### config.mk
export PLATFORM = sky130hd
export DESIGN_NAME = aclk_lcd_driver_n
export DESIGN_NICKNAME = d
export VERILOG_FILES = /design/src/rtl/aclk_pkg.sv /design/src/rtl/aclk_digit_mux.sv /design/src/rtl/aclk_lcd_driver_n.sv
export SDC_FILE = /design/constraint.sdc
export NUM_CORES = 1
export LEC_CHECK = 0
export ABC_AREA = 1
export BUFFER_PORTS_ARGS = -buffer_cell sky130_fd_sc_hd__buf_4
export CAP_MARGIN = 20
export CORE_MARGIN = 2
export CORE_UTILIZATION = 53
export CTS_BUF_LIST = sky130_fd_sc_hd__clkbuf_8
export CTS_CLUSTER_DIAMETER = 40
export CTS_CLUSTER_SIZE = 40
export DETAILED_ROUTE_END_ITERATION = 6
export GPL_ROUTABILITY_DRIVEN = 0
export PLACE_DENSITY = 0.88
export SKIP_CTS_REPAIR_TIMING = 1
export SYNTH_ARGS = -nofsm -noshare
export SYNTH_HDL_FRONTEND = slang
export SYNTH_SLANG_ARGS = --single-unit
### constraint.sdc
create_clock -name i_clk -period 1.7 [get_ports i_clk]
set_input_delay 0.34 -clock i_clk [delete_from_list [all_inputs] [get_ports i_clk]]
set_output_delay 0.34 -clock i_clk [all_outputs]
set_load 0.05 [all_outputs]
### src/rtl/aclk_pkg.sv
// rtl/aclk_pkg.sv - shared state type and reset values for the alarm clock display/alarm controller
package aclk_pkg;

  typedef enum logic [1:0] {
    IDLE   = 2'd0,
    RING   = 2'd1,
    SNOOZE = 2'd2
  } alarm_state_t;

  localparam logic RST_MATCH_Q  = 1'b1;
  localparam logic RST_SOUND_A  = 1'b0;
  localparam logic RST_SNOOZING = 1'b0;

endpackage

### src/rtl/aclk_digit_mux.sv
// rtl/aclk_digit_mux.sv - one registered display digit: alarm over key over current time
module aclk_digit_mux #(
  parameter int DIGIT_W = 4
) (
  input  logic               i_clk,
  input  logic               i_reset,
  input  logic               i_show_a,
  input  logic               i_show_key,
  input  logic [DIGIT_W-1:0] i_alarm,
  input  logic [DIGIT_W-1:0] i_key,
  input  logic [DIGIT_W-1:0] i_current,
  output logic [DIGIT_W-1:0] o_digit
);

  logic [DIGIT_W-1:0] r_digit;

  always_ff @(posedge i_clk) begin
    if (i_reset) begin
      r_digit <= '0;
    end else if (i_show_a) begin
      r_digit <= i_alarm;
    end else if (i_show_key) begin
      r_digit <= i_key;
    end else begin
      r_digit <= i_current;
    end
  end

  assign o_digit = r_digit;

endmodule

### src/rtl/aclk_lcd_driver_n.sv
// rtl/aclk_lcd_driver_n.sv - N-digit display select plus alarm ring/snooze/stop controller
import aclk_pkg::*;

module aclk_lcd_driver_n #(
  parameter int NUM_DIGITS  = 4,
  parameter int DIGIT_W     = 4,
  parameter int RING_SECS   = 60,
  parameter int SNOOZE_SECS = 300,
  parameter int MAX_SNOOZE  = 3
) (
  input  logic                          i_clk,
  input  logic                          i_reset,
  input  logic                          i_one_second,
  input  logic [NUM_DIGITS*DIGIT_W-1:0] i_alarm_time,
  input  logic [NUM_DIGITS*DIGIT_W-1:0] i_current_time,
  input  logic [NUM_DIGITS*DIGIT_W-1:0] i_key,
  input  logic                          i_show_a,
  input  logic                          i_show_current_time,
  input  logic                          i_alarm_enable,
  input  logic                          i_stop_alarm,
  input  logic                          i_snooze,
  output logic [NUM_DIGITS*DIGIT_W-1:0] o_display_time,
  output logic                          o_sound_a,
  output logic                          o_snoozing
);

  localparam int RW = $clog2(RING_SECS + 1);
  localparam int SW = $clog2(SNOOZE_SECS + 1);
  localparam int NW = (MAX_SNOOZE > 0) ? $clog2(MAX_SNOOZE + 1) : 1;

  genvar g;
  generate
    for (g = 0; g < NUM_DIGITS; g++) begin : g_digit
      aclk_digit_mux #(.DIGIT_W(DIGIT_W)) u_mux (
        .i_clk      (i_clk),
        .i_reset    (i_reset),
        .i_show_a   (i_show_a),
        .i_show_key (i_show_current_time),
        .i_alarm    (i_alarm_time[g*DIGIT_W +: DIGIT_W]),
        .i_key      (i_key[g*DIGIT_W +: DIGIT_W]),
        .i_current  (i_current_time[g*DIGIT_W +: DIGIT_W]),
        .o_digit    (o_display_time[g*DIGIT_W +: DIGIT_W])
      );
    end
  endgenerate

  alarm_state_t  r_state;
  logic [RW-1:0] r_ring_cnt;
  logic [SW-1:0] r_snz_cnt;
  logic [NW-1:0] r_snz_num;
  logic          r_match_q;
  logic          r_sound_a;
  logic          r_snoozing;
  logic          w_match;
  logic          w_start;

  assign w_match = i_alarm_enable && (i_alarm_time == i_current_time);
  assign w_start = w_match && !r_match_q;

  // Outputs are loaded together with the state they belong to, so they track next-state.
  always_ff @(posedge i_clk) begin
    if (i_reset) begin
      r_state    <= IDLE;
      r_ring_cnt <= '0;
      r_snz_cnt  <= '0;
      r_snz_num  <= '0;
      r_match_q  <= RST_MATCH_Q;
      r_sound_a  <= RST_SOUND_A;
      r_snoozing <= RST_SNOOZING;
    end else begin
      r_match_q <= w_match;
      if (!i_alarm_enable) begin
        r_state    <= IDLE;
        r_sound_a  <= 1'b0;
        r_snoozing <= 1'b0;
      end else begin
        case (r_state)
          IDLE: begin
            if (w_start) begin
              r_state    <= RING;
              r_ring_cnt <= '0;
              r_snz_num  <= '0;
              r_sound_a  <= 1'b1;
            end
          end
          RING: begin
            if (i_stop_alarm) begin
              r_state   <= IDLE;
              r_sound_a <= 1'b0;
            end else if (i_snooze && (32'(r_snz_num) < MAX_SNOOZE)) begin
              r_state    <= SNOOZE;
              r_snz_cnt  <= '0;
              r_snz_num  <= r_snz_num + NW'(1);
              r_sound_a  <= 1'b0;
              r_snoozing <= 1'b1;
            end else if (i_one_second) begin
              if (r_ring_cnt == RW'(RING_SECS - 1)) begin
                r_state   <= IDLE;
                r_sound_a <= 1'b0;
              end else begin
                r_ring_cnt <= r_ring_cnt + RW'(1);
              end
            end
          end
          SNOOZE: begin
            if (i_stop_alarm) begin
              r_state    <= IDLE;
              r_snoozing <= 1'b0;
            end else if (i_one_second) begin
              if (r_snz_cnt == SW'(SNOOZE_SECS - 1)) begin
                r_state    <= RING;
                r_ring_cnt <= '0;
                r_sound_a  <= 1'b1;
                r_snoozing <= 1'b0;
              end else begin
                r_snz_cnt <= r_snz_cnt + SW'(1);
              end
            end
          end
          default: begin
            r_state    <= IDLE;
            r_sound_a  <= 1'b0;
            r_snoozing <= 1'b0;
          end
        endcase
      end
    end
  end

  assign o_sound_a  = r_sound_a;
  assign o_snoozing = r_snoozing;

endmodule

==> Word-level counts from Yosys, hierarchy flattened <==
Index checks and enable logic that the tools add are counted.
{ "word_totals": {"inputBits": 56, "latch_bits": 0, "rom_bits": 0, "regBits": 38, "n_memories": 0, "mem_bits_rw": 0} }
{ "classes": {"n_addsub": 3, "mul": 0, "n_div": 0, "bitwise_logic": 2, "n_lt_le_gt_ge": 1, "n_eq_ne": 19, "n_reduce_logical": 15, "muxes": 51, "n_shift": 0} }
{ "op_table": {"columns": ["cell", "n"], "rows": [
  ["two-way mux 6 bit", 8],
  ["two-way mux 9 bit", 5],
  ["two-way mux 4 bit", 8],
  ["two-way mux 2 bit", 11],
  ["inequality test 2 bit (second input constant)", 10],
  ["case mux 6 bit (3 select lines)", 1],
  ["case mux 9 bit (2 select lines)", 1],
  ["equality test 16 bit", 1],
  ["AND reduction 5 bit", 3],
  ["two-way mux 1 bit", 13],
  ["AND reduction 10 bit", 1],
  ["adder 9 x 1 -> 9 bit (second input constant)", 1],
  ["equality test 9 bit (second input constant)", 1],
  ["inequality test 4 bit (second input constant)", 2],
  ["AND reduction 7 bit", 1],
  ["adder 6 x 1 -> 6 bit (second input constant)", 1],
  ["equality test 6 bit (second input constant)", 1],
  ["inequality test 3 bit (second input constant)", 2],
  ["case mux 1 bit (3 select lines)", 2],
  ["case mux 2 bit (3 select lines)", 1],
  ["AND reduction 6 bit", 1],
  ["case mux 2 bit (2 select lines)", 1],
  ["nonzero test 2 bit", 2],
  ["logical AND 1 bit", 3],
  ["other kinds (9)", 10]
]} }

==> Depth between registers and ports, before layout <==
Gate-level depths: netlist of the first run.
{ "logic_depth": {"ltp_word": 6, "ltp_mapped": 12} }

==> By module <==
From an unflattened synthesis of the first run, not the netlist that was laid out.
{ "hier_totals": {"hier_cells": 400, "area_unflattened_um2": 2429.8} }
{ "modules_own_cells": {"columns": ["module", "area_each_um2", "cells_each", "seq_area_each_um2", "instances"], "rows": [
  ["aclk_lcd_driver_n", 1609.0, 260, 440.4, 1],
  ["aclk_digit_mux", 205.2, 35, 80.1, 4]
]} }

==> Worst setup path after synthesis of the first run <==
Ideal clock, no wire load.
{ "synth_timing": {"kind": "register to register", "startpoint": "reg r_snz_cnt[0]", "endpoint": "reg r_ring_cnt[0]", "n_path_buf": 0, "path_stages_with_launch": 9, "path_slack_ps": 180, "setup_ps": 114, "arrival_time_ps": 1406, "period_less_slack_ps": 1520, "cell_sequence": "dfxtp_1 -> ha_1 -> nand3_1 -> nor2_2 -> nor2_1 -> nor3_4 -> nand3_4 -> a21oi_1 -> nor2_1"} }
{ "synth_via": {"elab_chain_len": 3} }
{ "synth_lines": {"columns": ["element", "line_no", "rtl"], "rows": [
  ["from (decl)", "aclk_lcd_driver_n.sv:49", "logic [SW-1:0] r_snz_cnt;"],
  ["from (signal assigned)", "aclk_lcd_driver_n.sv:116", "r_snz_cnt <= r_snz_cnt + SW'(1);"],
  ["equality test 9 bit", "aclk_lcd_driver_n.sv:110", "if (r_snz_cnt == SW'(SNOOZE_SECS - 1)) begin"],
  ["inequality test 2 bit (no source line)", null, null],
  ["AND reduction 10 bit (no source line)", null, null],
  ["to (signal assigned)", "aclk_lcd_driver_n.sv:101", "r_ring_cnt <= r_ring_cnt + RW'(1);"],
  ["to (decl)", "aclk_lcd_driver_n.sv:48", "logic [RW-1:0] r_ring_cnt;"]
]} }
Every way passes these cells.
A chain may end at the register's enable or synchronous reset.

==> Worst setup path after layout of the first run <==
{ "layout_timing": {"startpoint": "reg r_snz_cnt[0]", "endpoint": "reg r_snz_cnt[5]"} }
{ "layout_via": {"elab_chain_len": 5} }
{ "layout_lines": {"columns": ["element", "line_no", "rtl"], "rows": [
  ["adder 9 x 1 -> 9 bit", "aclk_lcd_driver_n.sv:116", null],
  ["two-way mux 9 bit", "aclk_lcd_driver_n.sv:110", null],
  ["two-way mux 9 bit", "aclk_lcd_driver_n.sv:109", "end else if (i_one_second) begin"],
  ["two-way mux 9 bit", "aclk_lcd_driver_n.sv:106", "if (i_stop_alarm) begin"],
  ["case mux 9 bit (2 select lines)", "aclk_lcd_driver_n.sv:77", "case (r_state)"]
]} }
Parallel ways exist; a longest one is shown, timed or not. The select of a mux whose other input is x is not followed.

==> results of run 1 <==
==> area by class of cell <==
type | count | area, um2
tap | 50 | 62.6
sequential | 38 | 767
clock inverter | 3 | 40.0
clock buffer | 5 | 68.8
fill | 304 | 960
multi-input combinational | 247 | 1280
inverter | 73 | 279
timing repair buffer | 84 | 631
==> critical path, stage by stage, from the launching register on <==
cell and delay, ns:
dfxtp_2 0.34, ha_2 0.21, nand3_1 0.11, nor2_2 0.05, buf_4 0.14, o21ai_4 0.19
nand3_1 0.12, nand2_1 0.22, o21bai_1 0.15, a21oi_1 0.05
==> Yosys cell counts <==
master / count / area (um2)
nand3_4: 1 / 17.5
clkinv_1: 1 / 3.75
dfxtp_1: 38 / 761
o21bai_1: 2 / 15.0
nor3_4: 1 / 16.3
nor2_1: 37 / 139
a211oi_1: 1 / 7.51
inv_2: 4 / 15.0
nor2_2: 1 / 6.26
nand3_1: 11 / 55.1
xnor2_1: 1 / 8.76
o21ai_1: 1 / 5.00
inv_4: 1 / 6.26
nand4_1: 11 / 68.8
xor2_1: 4 / 35.0
nand3_2: 2 / 20.0
clkbuf_1: 8 / 30.0
o21ai_0: 35 / 175
buf_6: 1 / 11.3
a21oi_1: 34 / 170
o211a_1: 1 / 10.0
nand2_1: 86 / 323
and3_1: 1 / 6.26
o21ai_2: 1 / 8.76
nor3_1: 1 / 5.00
a21oi_2: 1 / 8.76
nor2_4: 3 / 33.8
mux2_2: 1 / 11.3
nor3b_1: 1 / 7.51
ha_1: 3 / 37.5
nor2b_1: 1 / 6.26
nand2_2: 1 / 6.26
nand3b_1: 2 / 15.0
nand2_4: 1 / 11.3
inv_1: 67 / 251
==> placed cells by master, fill, tap and decap left out, types with 2 or more instances in the layout <==
| master | n |
|---|---|
| nor2_2 | 3 |
| xor2_1 | 4 |
| nand2_1 | 86 |
| buf_4 | 84 |
| nand3_1 | 9 |
| inv_1 | 67 |
| o21ai_0 | 35 |
| a21oi_2 | 2 |
| clkinv_2 | 2 |
| nand3b_1 | 2 |
| o21bai_1 | 2 |
| clkbuf_8 | 5 |
| nor2_1 | 35 |
| dfxtp_2 | 5 |
| inv_2 | 4 |
| a21oi_1 | 33 |
| dfxtp_1 | 33 |
| ha_2 | 3 |
| nand3_2 | 5 |
| nor2_4 | 3 |
| nand4_1 | 11 |
==> worst paths after layout <==
| check | depth (start not counted) | slack, ns | from | end |
|---|---|---|---|---|
| hold reg to reg | 2 | 0.47 | o_snoozing | o_snoozing |
| setup / recovery | 9 | 0.02 | r_snz_cnt[0] | r_snz_cnt[5] |
| hold / removal | 5 | 0.35 | i_key[6] | g_digit[1].u_mux.o_digit[2] |
| setup reg to reg | 9 | 0.02 | r_snz_cnt[0] | r_snz_cnt[5] |
==> state kept, by name (all words and copies together), names as in the netlist <==
name and cells:
r_match_q 1, r_ring_cnt 6, o_snoozing 1, r_snz_num 2
g_digit.u_mux.o_digit 16, o_sound_a 1, r_snz_cnt 9, r_state 2
==> per-layer routing <==
metal	vias to the layer above	global-route usage	routed length, um
li1	1315	-	-
met1	1156	0.275	2460
met2	126	0.462	3130
met3	15	0.0794	579
met4	0	0.0684	82
met5	-	0	0
==> per-stage QoR <==
stage | setup slack (ns) | TNS [ns] | total power, W | util
2_1_floorplan | 0.180 | 0 | 0.00118 | -
3_3_place_gp | 0.0287 | 0 | 0.00136 | 0.717
3_5_place_dp | 0.00930 | 0 | 0.00137 | 0.717
4_1_cts | 0.0286 | 0 | 0.00213 | 0.744
5_1_grt | -0.0840 | -0.403 | 0.00222 | 0.765
6_report | 0.0186 | 0 | 0.00213 | 0.765
==> power by group through the flow <==
stage	Sequential, W	Combinational, W	Clock [W]
3_3_place_gp	0.000947	0.000416	0
2_1_floorplan	0.00105	0.000138	0
4_1_cts	0.000927	0.000426	0.000782
5_1_grt	0.000929	0.000467	0.000822
6_report	0.000926	0.000426	0.000781
3_5_place_dp	0.000947	0.000425	0
==> cell families (layout without fill, tap and decap cells) <==
family                     after synthesis  after routing  share of synthesized area
AOI/OAI and AO/OA                       76             76                      0.173
muxes                                    1              1                    0.00488
DFF                                     38             38                      0.330
buffers and inverters                   82            165                      0.138
xor gates and xnor gates                 5              5                     0.0190
adders and majority gates                3              3                     0.0163
and+or+nand+nor                        161            162                      0.319
==> results.cfg, run 1 <==
[outcome]
status = complete, no violations

[global_routing]
grt_util_all_layers = 0.251
grt_overflow = 0
grt_max_degree = 33
grt_pass1_vias = 2507
grt_pass1_wl_um = 10200
antenna_found_initial = 0

[worst_setup_path]
critPathMaxFanout = 6
worstPathRequired_ns = 1.89
path_class = flop to flop
crit_path_start_kind = flop
worstPathArrival_ns = 1.87
end_kind = flop

[routing]
num_vias = 2612
vias_per_cell = 5.22
drtIter0Drc = 264
wire_per_inst_um = 12.5
totalWireLength_um = 6250
drtAntennaViolNets = 0
first_pass_iters = 5
drc_errors = 0

[power_and_ir_drop]
switching_share = 0.285
irDropWorstVdd_mv = 0.357
switchingPower_w = 0.000609
pwr-share-clk = 0.366
p_comb_frac = 0.200
pwr-share-seq = 0.434
internal_power_w = 0.00152
power_per_cell_area_nw_per_um2 = 682
leakage_nw = 1.63

[yosys]
ys_types = 35
synth_area_um2 = 2310
avgSynthCellArea_um2 = 6.31
synth_nets = 425
ys_ff_latch = 38
yosysSeqAreaShare = 0.330
synth_warnings = 0
synthCells = 366

[sta]
hold_viol = 0
min_period_ns = 1.68
tightestPinTransition_ns = 0.296
setup_viol = 0
whs_ns = 0.346
maxSlewViolCount = 0
min_period_over_period = 0.989
skew_ns = 0.00246
max_freq_mhz = 595
maxSlewHeadroom = 0.802

[die]
placementRows = 23
die_area_um2 = 4900
start_util = 0.565
die_h_um = 70.0
die_w_um = 70.0
coreArea_um2 = 4090
ios = 74

[clocking]
cts-root-buf = clkbuf_8
cts_buffers = 5
cts_tree = done
insertion_delay_ns = 0.29
cts.reportedPaths.clkPinSlew_ns = 0.08
cts_sinks = 38
clockBufferDepth = 2
cts_max_level = 2

[min_path]
min_path_type = input pin to flop

[final_layout]
finalInstanceArea_um2 = 3130
fin_cells = 500
drive_gt1_frac = 0.278
n_antenna_cell = 0
syn_to_final_growth_pct = 35.4
final_nets = 508

[run]
drv_cap = 0

[placement]
port_buffers = 73
dp.cells = 487
dp_hpwl_um = 4510
placed_cell_area_um2 = 2930
No activity file was read; power rests on OpenSTA's default activity.
==> inputs of run 2 (changes only) <==
--- a/config.mk
+++ b/config.mk
@@ -8,14 +8,16 @@
 export ABC_AREA = 1
 export BUFFER_PORTS_ARGS = -buffer_cell sky130_fd_sc_hd__buf_4
 export CAP_MARGIN = 20
+export CELL_PAD_IN_SITES_DETAIL_PLACEMENT = 2
+export CELL_PAD_IN_SITES_GLOBAL_PLACEMENT = 2
 export CORE_MARGIN = 2
-export CORE_UTILIZATION = 53
+export CORE_UTILIZATION = 27
 export CTS_BUF_LIST = sky130_fd_sc_hd__clkbuf_8
 export CTS_CLUSTER_DIAMETER = 40
 export CTS_CLUSTER_SIZE = 40
 export DETAILED_ROUTE_END_ITERATION = 6
 export GPL_ROUTABILITY_DRIVEN = 0
-export PLACE_DENSITY = 0.88
+export PLACE_DENSITY = 0.87
 export SKIP_CTS_REPAIR_TIMING = 1
 export SYNTH_ARGS = -nofsm -noshare
 export SYNTH_HDL_FRONTEND = slang
==> constraint.sdc (replaced) <==
create_clock -name i_clk -period 1.7 [get_ports i_clk]
set_input_delay 0.085 -clock i_clk [delete_from_list [all_inputs] [get_ports i_clk]]
set_output_delay 0.085 -clock i_clk [all_outputs]
set_load 0.05 [all_outputs]
==> run 2 against run 1 <==
Net effect:
- wire length up 32%
- core utilization is 38 points lower
- combinational power is 4% higher
- clock skew increased by 0.0045 ns
- total power fell by 5.5%
- clock-buffer cell count increased by 1
- critical path type unchanged
- largest power group unchanged
==> results.cfg, run 2 (synthesis results as in run 1) <==
[outcome]
status = complete, no violations

[routing]
drc_errors = 0
first_pass_iters = 4
num_vias = 2659
drtIter0Drc = 27
totalWireLength_um = 8230
vias_per_cell = 4.81
wire_per_inst_um = 14.9
drtAntennaViolNets = 0

[final_layout]
final_cell_mix = 86 x nand2_1, 84 x buf_4, 67 x inv_1
largest_reg_flops = 16
final_common_cell = nand2_1
n_antenna_cell = 0
final_nets = 508
drive_gt1_frac = 0.272
syn_to_final_growth_pct = 37.2
fin_util = 0.383
fillers = 1040

[worst_setup_path]
crit_path_cell_trace = ha_1 > nand3_2 > nor2_4 > nor2_2 > nor3_4 > buf_4 > nand4_1 > a21oi_1
worstPathArrival_ns = 1.85
crit_family = simple AND/OR/NAND/NOR gates
critPathMaxFanout = 4
end_kind = flop
crit_path_start_kind = flop
slowest_stage = dfxtp_2
path_class = flop to flop
cp.buffers_inverters = 1
max_stage_delay_ns = 0.36
worstPathRequired_ns = 1.93

[sta]
min_period_over_period = 0.952
maxSlewHeadroom = 0.789
rsz0062_at_grt = true
tightestPinTransition_ns = 0.317
hold_viol = 0
min_period_ns = 1.62
worst_slack_ns = 0.0817
skew_ns = 0.00693
maxSlewViolCount = 0
max_freq_mhz = 618
setup_viol = 0

[clocking]
cts.reportedPaths.clkPinSlew_ns = 0.08
cts_sinks = 38
cts_tree = done
insertion_delay_ns = 0.29
cts-root-buf = clkbuf_8
cts_max_level = 2
cts_buffers = 5
clockBufferDepth = 2

[global_routing]
grt_max_degree = 33
grt_pass1_wl_um = 13300
grt_util_all_layers = 0.184
antenna_found_initial = 0
grt_overflow = 0
grt_pass1_vias = 2870

[power_and_ir_drop]
power_per_cell_area_nw_per_um2 = 637
leakage_nw = 1.63
pwr-share-seq = 0.460
total_power_w = 0.00202
switchingPower_w = 0.000609
pwr-share-clk = 0.321
p_comb_frac = 0.219
switching_share = 0.302
internal_power_w = 0.00141
irDropWorstVdd_mv = 0.256

[placement]
dp_hpwl_um = 6480
pre_cts_ws_ns = 0.0110
port_buffers = 73

[die]
start_util = 0.280
ios = 74
die_h_um = 96.5
placementRows = 33
coreArea_um2 = 8260
die_w_um = 96.5
die_area_um2 = 9310

[run]
drv_cap = 0

[min_path]
min_path_type = input pin to flop
run 2: path summary, 6_finish.rpt:
path                start                           to  slack (ns)  depth (start not counted)
max          r_snz_cnt[0]                r_ring_cnt[5]        0.08                          8
min reg2reg    o_snoozing                   o_snoozing        0.48                          2
min             i_key[11]  g_digit[2].u_mux.o_digit[3]         0.1                          5
max reg2reg  r_snz_cnt[0]                r_ring_cnt[5]        0.08                          8
run 2: power groups by stage:
stage / clock, W / combinational [W] / sequential (W)
3_3_place_gp: 0 / 0.000429 / 0.000948
4_1_cts: 0.000679 / 0.000447 / 0.000928
2_1_floorplan: 0 / 0.000138 / 0.00105
3_5_place_dp: 0 / 0.000445 / 0.000948
6_report: 0.000647 / 0.000441 / 0.000928
5_1_grt: 0.000714 / 0.000486 / 0.000931
run 2: stage by stage:
| step | instances | TNS, ns | hold slack, ns | instance area [um2] |
|---|---|---|---|---|
| 2_1_floorplan | 366 | 0 | 0.268 | 2310 |
| 3_3_place_gp | 544 | 0 | 0.400 | 3010 |
| 3_5_place_dp | 544 | 0 | 0.407 | 3010 |
| 4_1_cts | 550 | 0 | 0.0903 | 3100 |
| 5_1_grt | 553 | -0.109 | 0.136 | 3170 |
| 6_report | 553 | 0 | 0.0952 | 3170 |
run 2: worst reg2reg max path: stages, from the launching register on:
cell     delay, ns
dfxtp_2       0.36
ha_1          0.19
nand3_2       0.10
nor2_4        0.13
nor2_2        0.07
nor3_4        0.24
buf_4         0.17
nand4_1       0.10
a21oi_1       0.17
run 2: area by class of cell:
| cell class | count | area (um2) | area share |
|---|---|---|---|
| timing repair buffer | 84 | 631 | 0.199 |
| tap | 105 | 131 | 0.0415 |
| inverter | 73 | 277 | 0.0873 |
| sequential | 38 | 766 | 0.242 |
| multi-input combinational | 247 | 1280 | 0.404 |
| clock buffer | 6 | 82.6 | 0.0261 |
run 2: routing by layer:
layer | vias to the layer above | share of wire | track usage
li1 | 1311 | - | -
met1 | 1286 | 0.40 | 0.202
met2 | 54 | 0.54 | 0.351
met3 | 8 | 0.051 | 0.0465
met4 | 0 | 0.012 | 0.0469
met5 | - | 0 | 0
